--- src/rtl/mem_port_arbiter_if.sv ---
// mem_port_arbiter_if: requester, memory and grant signals shared by the arbiter and its clients
interface mem_port_arbiter_if #(
    parameter int DATA_WIDTH = 16,
    parameter int ADDR_WIDTH = 16
);
    logic                  a_req, a_we, a_gnt, a_rvalid;
    logic [ADDR_WIDTH-1:0] a_addr;
    logic [DATA_WIDTH-1:0] a_wdata;
    logic                  b_req, b_we, b_gnt, b_rvalid;
    logic [ADDR_WIDTH-1:0] b_addr;
    logic [DATA_WIDTH-1:0] b_wdata;
    logic                  sel, mem_en, mem_we;
    logic [ADDR_WIDTH-1:0] mem_addr;
    logic [DATA_WIDTH-1:0] mem_wdata, mem_rdata, rdata;

    modport slave (
        input  a_req, a_we, a_addr, a_wdata, b_req, b_we, b_addr, b_wdata, mem_rdata,
        output a_gnt, a_rvalid, b_gnt, b_rvalid, sel, mem_en, mem_we, mem_addr, mem_wdata, rdata
    );

    modport master (
        output a_req, a_we, a_addr, a_wdata, b_req, b_we, b_addr, b_wdata, mem_rdata,
        input  a_gnt, a_rvalid, b_gnt, b_rvalid, sel, mem_en, mem_we, mem_addr, mem_wdata, rdata
    );
endinterface

--- src/rtl/mem_port_arbiter.sv ---
// mem_port_arbiter: round-robin sharing of one single-ported memory between fetch (A) and load/store (B)
module mem_port_arbiter #(
    parameter int DATA_WIDTH   = 16,
    parameter int ADDR_WIDTH   = 16,
    parameter int READ_LATENCY = 1,
    parameter int MAX_HOLD     = 8
) (
    input logic               clk,
    input logic               reset_n,
    mem_port_arbiter_if.slave bus
);
    typedef enum logic [1:0] {IDLE, GNT_A, GNT_B} state_t;
    localparam logic [7:0] HOLD_MAX = 8'(MAX_HOLD);

    state_t                  state;
    logic                    last_a;
    logic [7:0]              hold_cnt, hold_nxt;
    logic [READ_LATENCY-1:0] pipe_v, pipe_a;
    logic [ADDR_WIDTH-1:0]   addr_mux;
    logic [DATA_WIDTH-1:0]   wdata_mux;
    logic                    en, we, hold_hit, go_a, go_b, go_idle;

    always_comb begin
        addr_mux  = bus.sel ? bus.a_addr : bus.b_addr;
        wdata_mux = bus.sel ? bus.a_wdata : bus.b_wdata;
        en        = (bus.a_gnt & bus.a_req) | (bus.b_gnt & bus.b_req);
        we        = en & (bus.sel ? bus.a_we : bus.b_we);
        hold_nxt  = (en && hold_cnt < HOLD_MAX) ? hold_cnt + 8'd1 : hold_cnt;
        hold_hit  = hold_nxt == HOLD_MAX;
        // last_a=0 means B went last, so A wins a tie out of IDLE
        go_a      = bus.a_req & (((state == IDLE) & (~bus.b_req | ~last_a)) |
                                 ((state == GNT_B) & (~bus.b_req | hold_hit)));
        go_b      = bus.b_req & (((state == IDLE) & (~bus.a_req | last_a)) |
                                 ((state == GNT_A) & (~bus.a_req | hold_hit)));
        go_idle   = (state != IDLE) & ~bus.a_req & ~bus.b_req;
    end

    always_ff @(posedge clk) begin
        if (!reset_n) begin
            state     <= IDLE;
            bus.a_gnt <= 1'b0;
            bus.b_gnt <= 1'b0;
            bus.sel   <= 1'b0;
            last_a    <= 1'b0;
            hold_cnt  <= 8'd0;
        end else if (go_a | go_b) begin
            state     <= go_a ? GNT_A : GNT_B;
            bus.a_gnt <= go_a;
            bus.b_gnt <= go_b;
            bus.sel   <= go_a;
            last_a    <= go_a;
            hold_cnt  <= 8'd0;
        end else if (go_idle) begin
            state     <= IDLE;
            bus.a_gnt <= 1'b0;
            bus.b_gnt <= 1'b0;
            hold_cnt  <= hold_nxt;
        end else begin
            hold_cnt  <= hold_nxt;
        end
    end

    // One tag per accepted read; the oldest stage lines up with mem_rdata
    always_ff @(posedge clk) begin
        if (!reset_n) begin
            pipe_v <= '0;
            pipe_a <= '0;
        end else begin
            pipe_v <= READ_LATENCY'({pipe_v, en & ~we});
            pipe_a <= READ_LATENCY'({pipe_a, bus.sel});
        end
    end

    assign bus.mem_en    = en;
    assign bus.mem_we    = we;
    assign bus.mem_addr  = addr_mux;
    assign bus.mem_wdata = wdata_mux;
    assign bus.rdata     = bus.mem_rdata;
    assign bus.a_rvalid  = reset_n & pipe_v[READ_LATENCY-1] & pipe_a[READ_LATENCY-1];
    assign bus.b_rvalid  = reset_n & pipe_v[READ_LATENCY-1] & ~pipe_a[READ_LATENCY-1];
endmodule

--- src/flat_wrapper.sv ---
// flat-port wrapper written by rule: the top's interface ports become plain ports
module mem_port_arbiter_flat 
#(
    parameter int DATA_WIDTH   = 16,
    parameter int ADDR_WIDTH   = 16,
    parameter int READ_LATENCY = 1,
    parameter int MAX_HOLD     = 8
)
  (clk, reset_n, bus_a_req, bus_a_we, bus_a_addr, bus_a_wdata, bus_b_req, bus_b_we, bus_b_addr, bus_b_wdata, bus_mem_rdata, bus_a_gnt, bus_a_rvalid, bus_b_gnt, bus_b_rvalid, bus_sel, bus_mem_en, bus_mem_we, bus_mem_addr, bus_mem_wdata, bus_rdata);
  mem_port_arbiter_if #(.DATA_WIDTH(DATA_WIDTH), .ADDR_WIDTH(ADDR_WIDTH)) bus_i ();
  input logic clk;
  input logic reset_n;
  input wire logic [$bits(bus_i.a_req)-1:0] bus_a_req;
  input wire logic [$bits(bus_i.a_we)-1:0] bus_a_we;
  input wire logic [$bits(bus_i.a_addr)-1:0] bus_a_addr;
  input wire logic [$bits(bus_i.a_wdata)-1:0] bus_a_wdata;
  input wire logic [$bits(bus_i.b_req)-1:0] bus_b_req;
  input wire logic [$bits(bus_i.b_we)-1:0] bus_b_we;
  input wire logic [$bits(bus_i.b_addr)-1:0] bus_b_addr;
  input wire logic [$bits(bus_i.b_wdata)-1:0] bus_b_wdata;
  input wire logic [$bits(bus_i.mem_rdata)-1:0] bus_mem_rdata;
  output wire logic [$bits(bus_i.a_gnt)-1:0] bus_a_gnt;
  output wire logic [$bits(bus_i.a_rvalid)-1:0] bus_a_rvalid;
  output wire logic [$bits(bus_i.b_gnt)-1:0] bus_b_gnt;
  output wire logic [$bits(bus_i.b_rvalid)-1:0] bus_b_rvalid;
  output wire logic [$bits(bus_i.sel)-1:0] bus_sel;
  output wire logic [$bits(bus_i.mem_en)-1:0] bus_mem_en;
  output wire logic [$bits(bus_i.mem_we)-1:0] bus_mem_we;
  output wire logic [$bits(bus_i.mem_addr)-1:0] bus_mem_addr;
  output wire logic [$bits(bus_i.mem_wdata)-1:0] bus_mem_wdata;
  output wire logic [$bits(bus_i.rdata)-1:0] bus_rdata;
  assign bus_i.a_req = bus_a_req;
  assign bus_i.a_we = bus_a_we;
  assign bus_i.a_addr = bus_a_addr;
  assign bus_i.a_wdata = bus_a_wdata;
  assign bus_i.b_req = bus_b_req;
  assign bus_i.b_we = bus_b_we;
  assign bus_i.b_addr = bus_b_addr;
  assign bus_i.b_wdata = bus_b_wdata;
  assign bus_i.mem_rdata = bus_mem_rdata;
  assign bus_a_gnt = bus_i.a_gnt;
  assign bus_a_rvalid = bus_i.a_rvalid;
  assign bus_b_gnt = bus_i.b_gnt;
  assign bus_b_rvalid = bus_i.b_rvalid;
  assign bus_sel = bus_i.sel;
  assign bus_mem_en = bus_i.mem_en;
  assign bus_mem_we = bus_i.mem_we;
  assign bus_mem_addr = bus_i.mem_addr;
  assign bus_mem_wdata = bus_i.mem_wdata;
  assign bus_rdata = bus_i.rdata;
  mem_port_arbiter #(.DATA_WIDTH(DATA_WIDTH), .ADDR_WIDTH(ADDR_WIDTH), .READ_LATENCY(READ_LATENCY), .MAX_HOLD(MAX_HOLD)) u_core (.clk(clk), .reset_n(reset_n), .bus(bus_i));
endmodule
--- config.mk ---
export PLATFORM = sky130hd
export DESIGN_NAME = mem_port_arbiter_flat
export DESIGN_NICKNAME = d
export VERILOG_FILES = /design/src/rtl/mem_port_arbiter_if.sv /design/src/rtl/mem_port_arbiter.sv /design/src/flat_wrapper.sv
export SDC_FILE = /design/constraint.sdc
export NUM_CORES = 1
export LEC_CHECK = 0
export BUFFER_PORTS_ARGS = -buffer_cell sky130_fd_sc_hd__clkbuf_2
export CAP_MARGIN = 15
export CORE_UTILIZATION = 34
export CTS_CLUSTER_SIZE = 40
export DETAILED_ROUTE_END_ITERATION = 8
export PLACE_DENSITY_LB_ADDON = 0.1
export SLEW_MARGIN = 20
export SYNTH_ARGS = -nofsm -noshare
export SYNTH_HDL_FRONTEND = slang
export SYNTH_SLANG_ARGS = --single-unit
--- constraint.sdc ---
create_clock -name clk -period 2.33 [get_ports clk]
set_input_delay 0.1165 -clock clk [delete_from_list [all_inputs] [get_ports clk]]
set_output_delay 0.1165 -clock clk [all_outputs]
set_load 0.03 [all_outputs]
======== Word-level counts from Yosys, hierarchy flattened ========
Cells that the tools add are included.
word-level totals
  memories ................................ 0
  register bits ........................... 15
  latch bits .............................. 0
  memory bits (writable) .................. 0
  output and inout bits ................... 55
  word-level logic and storage cells ...... 56
  bits of input ports ..................... 86
  bits in read-only memories .............. 0
operators by class
  reduce and logical (&&, ||, !) cells .... 5
  bitwise logic cells ..................... 29
  muxes and demuxes ....................... 10
  add/sub/neg operators ................... 1
  $mul .................................... 0
  equality and inequality tests ........... 3
  shift-type cells ........................ 0
  $lt $le $gt $ge ......................... 1
  div/mod/pow operators ................... 0
operators with widths
  kind                                                         count
  2-to-1 mux 16 bit                                            2
  AND 1 bit                                                    15
  adder 8 x 1 -> 8 bit (second input constant)                 1
  == test 8 x 4 -> 1 bit (second input constant)               1
  less-than comparator 8 x 4 -> 1 bit (second input constant)  1
  2-to-1 mux 8 bit                                             1
  bitwise OR 1 bit                                             8
  2-to-1 mux 2 bit                                             3
  NOT 1 bit                                                    6
  2-to-1 mux 1 bit                                             4
  nonzero test 2 bit                                           2
  == test 2 x 1 -> 1 bit (second input constant)               1
  == test 2 bit (second input constant)                        1
  zero test 2 bit                                              1
  OR reduction 2 bit                                           1
  logical AND 1 bit                                            1

======== Longest topological paths before layout ========
  word-level depth ........................ 11
  mapped depth ............................ 7
  mapped depth without buffers ............ 6

======== Least setup slack after synthesis ========
OpenSTA, ideal clock, no wires.
  path type ............................... register to register
  start ................................... register u_core.state[0]
  end ..................................... register u_core.state[1]
  data arrival time ....................... 1.928 ns
  buffers on the path ..................... 1
  data required time ...................... 2.271 ns
  slack ................................... 0.343 ns
  stages on the path, launching flop included .. 8
  clock period less this slack ............ 1.987 ns
  setup time .............................. 0.059 ns
  cell sequence ........................... dfxtp_1 buf_2 a22oi_4 inv_1 a31oi_4 a31oi_1 o21ai_4 o21ba_1
on the way
  longest elaborated chain between the ends .. 6
  elaborated cells between the ends (all ways) .. 18
  those cells by class .................... eq/ne: 2; mux: 2; bitwise: 11; reduce/logical: 3
ends and longest elaborated chain
  item                                                    line                                            RTL
  start: declaration                                      mem_port_arbiter.sv:15                          state_t state;
  start signal: assignment                                mem_port_arbiter.sv:47                          state <= go_a ? GNT_A : GNT_B;
  == test 2 bit, or another cell as far along             mem_port_arbiter.sv:32                          ((state == GNT_B) & (~bus.b_req | hold_hit)));
  AND 1 bit, on equally long branches                     -
  bitwise OR 1 bit, on equally long branches              mem_port_arbiter.sv:31, mem_port_arbiter.sv:33
  AND 1 bit, on equally long branches                     mem_port_arbiter.sv:31, mem_port_arbiter.sv:33
  2-to-1 mux 2 bit or bitwise OR 1 bit (tied branches)    mem_port_arbiter.sv:47, mem_port_arbiter.sv:46
  2-to-1 mux 2 bit or nonzero test 2 bit (tied branches)  -
Several ways; a longest one is shown, not always the timed one.
A chain may end at the register's enable or synchronous reset.

======== Final worst setup path ========
  start ................................... register u_core.hold_cnt[0]
  end ..................................... register u_core.state[1]
on the way
  longest elaborated chain between the ends .. 10
  elaborated cells between the ends (all ways) .. 17
  those cells by class .................... add/sub: 1; order compare: 1; eq/ne: 1; mux: 3; bitwise: 9; reduce/logical: 2
ends and longest elaborated chain
  item                                                    line                                            RTL
  start: declaration                                      mem_port_arbiter.sv:17                          logic [7:0] hold_cnt, hold_nxt;
  start signal: assignment                                mem_port_arbiter.sv:57                          hold_cnt <= hold_nxt;
  start signal: assignment                                mem_port_arbiter.sv:59                          hold_cnt <= hold_nxt;
  less-than comparator 8 x 4 -> 1 bit                     mem_port_arbiter.sv:28                          hold_nxt = (en && hold_cnt < HOLD_MAX) ? hold_cnt + 8'd1 : hold_cnt;
  logical AND 1 bit                                       mem_port_arbiter.sv:28
  2-to-1 mux 8 bit (*)                                    mem_port_arbiter.sv:28
  == test 8 x 4 -> 1 bit (*)                              mem_port_arbiter.sv:29                          hold_hit = hold_nxt == HOLD_MAX;
  bitwise OR 1 bit, on equally long branches              mem_port_arbiter.sv:32, mem_port_arbiter.sv:34
  AND 1 bit, on equally long branches                     mem_port_arbiter.sv:32, mem_port_arbiter.sv:34
  bitwise OR 1 bit, on equally long branches              mem_port_arbiter.sv:31, mem_port_arbiter.sv:33
  AND 1 bit, on equally long branches                     mem_port_arbiter.sv:31, mem_port_arbiter.sv:33
  2-to-1 mux 2 bit or bitwise OR 1 bit (tied branches)    mem_port_arbiter.sv:47, mem_port_arbiter.sv:46
  2-to-1 mux 2 bit or nonzero test 2 bit (tied branches)  -
Every way passes the cells marked *; elsewhere a longest branch is shown, timed or not.

==> flow_summary_export.csv <==
group,metric,value,unit
yosys,seq_area_frac_synth,22.1,%
finish,diodes,0,
clock_tree,path_clk_slew,60,ps
global_routing,antenna_found_initial,0,
floorplanning,fp.coreArea,3440,um2
critical_path,arrival,2140,ps
clock_tree,cts_tree,"built",
drt,routedWlPerCell,13.7,um
yosys,async_flop_share,0,%
floorplanning,die_x,63.1,um
critical_path,reg2reg_slack,330,ps
global_routing,gr-usage-all-layers,18.1,%
clock_tree,htree_levels,1,
finish,layout.nets,308,
yosys,synth_edf_count,0,
sta,rsz0062_at_grt,"false",
clock_tree,clk_latency,240,ps
power,p_sw,345,uW
sta,hold_viol_final,0,
yosys,netlist_instances,132,
sta,report.final.slew_viol_count,0,
sta,fin_setup_tns,0,ps
clock_tree,clock_sink_count,14,
floorplanning,ios,141,
placed_design,port_buffers,108,
global_routing,gr-total-overflow,0,
drt,drc,0,
yosys,synth_nets,219,
critical_path,critPathKind,"reg -> reg",
clock_tree,cts_hold_buf,0,
critical_path,reg2regPathDepth,5,
critical_path,rr_startpoint,"u_core.hold_cnt[0]",
clock_tree,root_buffer,"clkbuf_8",
global_routing,grt_start_max_net_pins,41,
critical_path,crit_start,"u_core.hold_cnt[0]",
placed_design,gp_congestion,0.876,
critical_path,startpoint_type,"flip-flop",
yosys,netlist.area_leader.share,28.4,%
global_routing,grt_pass1_wl,5.84,mm
drt,vias_per_cell,4.89,
yosys,synth_area,1270,um2
power,powerDensity,514,nW/um2
flow_run,drv_cap,0,
worst_hold_path,holdCritPathClass,"in -> reg",
sta,tightest_slew,458,ps
critical_path,crit_end,"u_core.state[1]",
floorplanning,fp.dieH,63.1,um
yosys,synthFlopType,"dfxtp_1",
yosys,synth_area_leader_cell,"mux2_2",
sta,slew_headroom,69.5,%
placed_design,post-dp-hpwl,3.09,mm
power,ir_worst_vdd,0.248,mV
clock_tree,clock_path_buffers,2,
critical_path,reg2reg_to,"u_core.state[1]",
drt,dr.first_iter.drc_count,41,
critical_path,cp-end-kind,"flip-flop",
drt,drt_wl_total,3.65,mm
placed_design,dp_cells,262,
sta,min_period_over_period,86.0,%
power,p_seq_share,28.7,%
sta,finalWorstSetupSlack,326,ps
power,p_total,908,uW
yosys,synth_cell_type_count,40,
finish,final_util,51.4,%
yosys,synth_area_leaders,"mux2_2 28%, dfxtp_1 22%, buf_4 10%, a31oi_4 3.4%, nand2b_1 2.5%",
sta,setup_violations,0,
critical_path,worstPathMaxFanout,9,
drt,drt_first_pass_iters,4,
power,p_leak,0.886,nW
finish,drive_gt1_share,69.5,%
drt,num_vias,1302,
yosys,syn_area_per_cell,9.60,um2
yosys,ys_warn_count,0,
floorplanning,row_count,21,
clock_tree,cts_buffers,3,
finish,final_cell_count_no_fill,266,
run_status,status,"completed",
power,combPwrFrac,45.5,%
floorplanning,initial_core_util,36.8,%
power,switching_share,38.0,%
power,clkPwrFrac,25.8,%
sta,fmax,0.499,GHz
placed_design,pre_cts_slack,358,ps
clock_tree,postCtsSetupRepairBufs,0,
floorplanning,die_area,3980,um2
sta,period_minus_slack,2000,ps
critical_path,crit_required,2470,ps
finish,areaGrowthSynthToFinish,39.5,%
sta,finClkSkew,0.754,ps
power,p_int,563,uW
global_routing,grt_pass1_vias,1317,
drt,antenna_left,0,
yosys,synth_seq_cells,14,
clock_tree,cts_resized,0,
-- registers in the layout, summed over array words and instances (netlist names) --
signal,count
u_core.bus.sel,1
u_core.pipe_v,1
u_core.pipe_a,1
u_core.hold_cnt,8
u_core.state,2
u_core.bus.b_gnt,1
-- worst max-delay path, stage by stage (launching register included) --
cell,delay (ps)
dfxtp_1,410
ha_1,280
o41ai_2,470
a31oi_1,240
o21ai_4,310
o21ba_1,180
-- synthesized netlist by cell type, drive strengths merged (2+ instances only) --
cell type	n
o21a	2
nor2	5
a31oi	3
nand2	6
nand3	2
nand2b	5
buf	20
o21ai	4
clkbuf	5
nor3	5
nor3b	4
mux2	32
and3	3
mux2i	2
dfxtp	14
-- layer usage --
metal | global-route usage (%) | vias up | wire, um
li1 | - | 641 | -
met1 | 20.6 | 584 | 1440
met2 | 31.0 | 73 | 1830
met3 | 7.61 | 4 | 350
met4 | 4.36 | 0 | 24
met5 | 0 | - | 0
-- cell type report --
type                    count  area [um2]
repair buffers            109         548
fillers                   331        1670
clock buffers               4        55.1
flip-flops and latches     14         280
well taps                  46        57.6
multi-input cells          92         823
inverters                   1        3.75
-- metrics by stage --
| step | cell area, um2 | hold WS [ps] |
|---|---|---|
| finish | 1770 | 221 |
| global route | 1770 | 233 |
| CTS | 1770 | 214 |
| detailed placement | 1710 | 233 |
| global placement | 1710 | 233 |
| floorplan | 1270 | 365 |
-- cell families after synthesis --
family	synth area share [%]
compound gates	15.7
xor+xnor	1.38
fa+ha+maj	0.987
simple gates	16.9
buf+inv	12.9
mux	30.0
flops	22.1
-- cells in the final DEF (no fill, tap or decap), types with 2 or more instances in the layout --
cell type	netlist	final
nand3_1	2	2
a31oi_4	2	2
o21a_1	2	2
nand2_1	6	6
clkbuf_2	0	108
nor3_1	4	4
nand2b_1	5	5
and3_1	3	3
o21ai_0	3	3
clkbuf_8	0	4
nor3b_1	4	4
nor2_1	5	5
mux2_2	32	32
mux2i_1	2	2
dfxtp_1	14	14
-- worst min-delay path by stage --
stage / from / endpoint / slack (ps) / cells past startpoint
global route: bus_mem_rdata[9] / bus_rdata[9] / 230 / 0
detailed placement: bus_mem_rdata[10] / bus_rdata[10] / 230 / 0
global placement: bus_mem_rdata[10] / bus_rdata[10] / 230 / 0
CTS: reset_n / u_core.bus.sel / 210 / 3
finish: reset_n / u_core.bus.sel / 220 / 3
floorplan: bus_mem_rdata[0] / bus_rdata[0] / 360 / 1
-- power by group through the flow --
stage | clock network, mW | registers (mW) | logic (mW)
3_3_place_gp | 0 | 0.265 | 0.413
3_5_place_dp | 0 | 0.266 | 0.416
2_1_floorplan | 0 | 0.270 | 0.332
4_1_cts | 0.242 | 0.261 | 0.417
5_1_grt | 0.255 | 0.263 | 0.439
6_report | 0.234 | 0.261 | 0.413
Power figures use the tool's default switching activity.
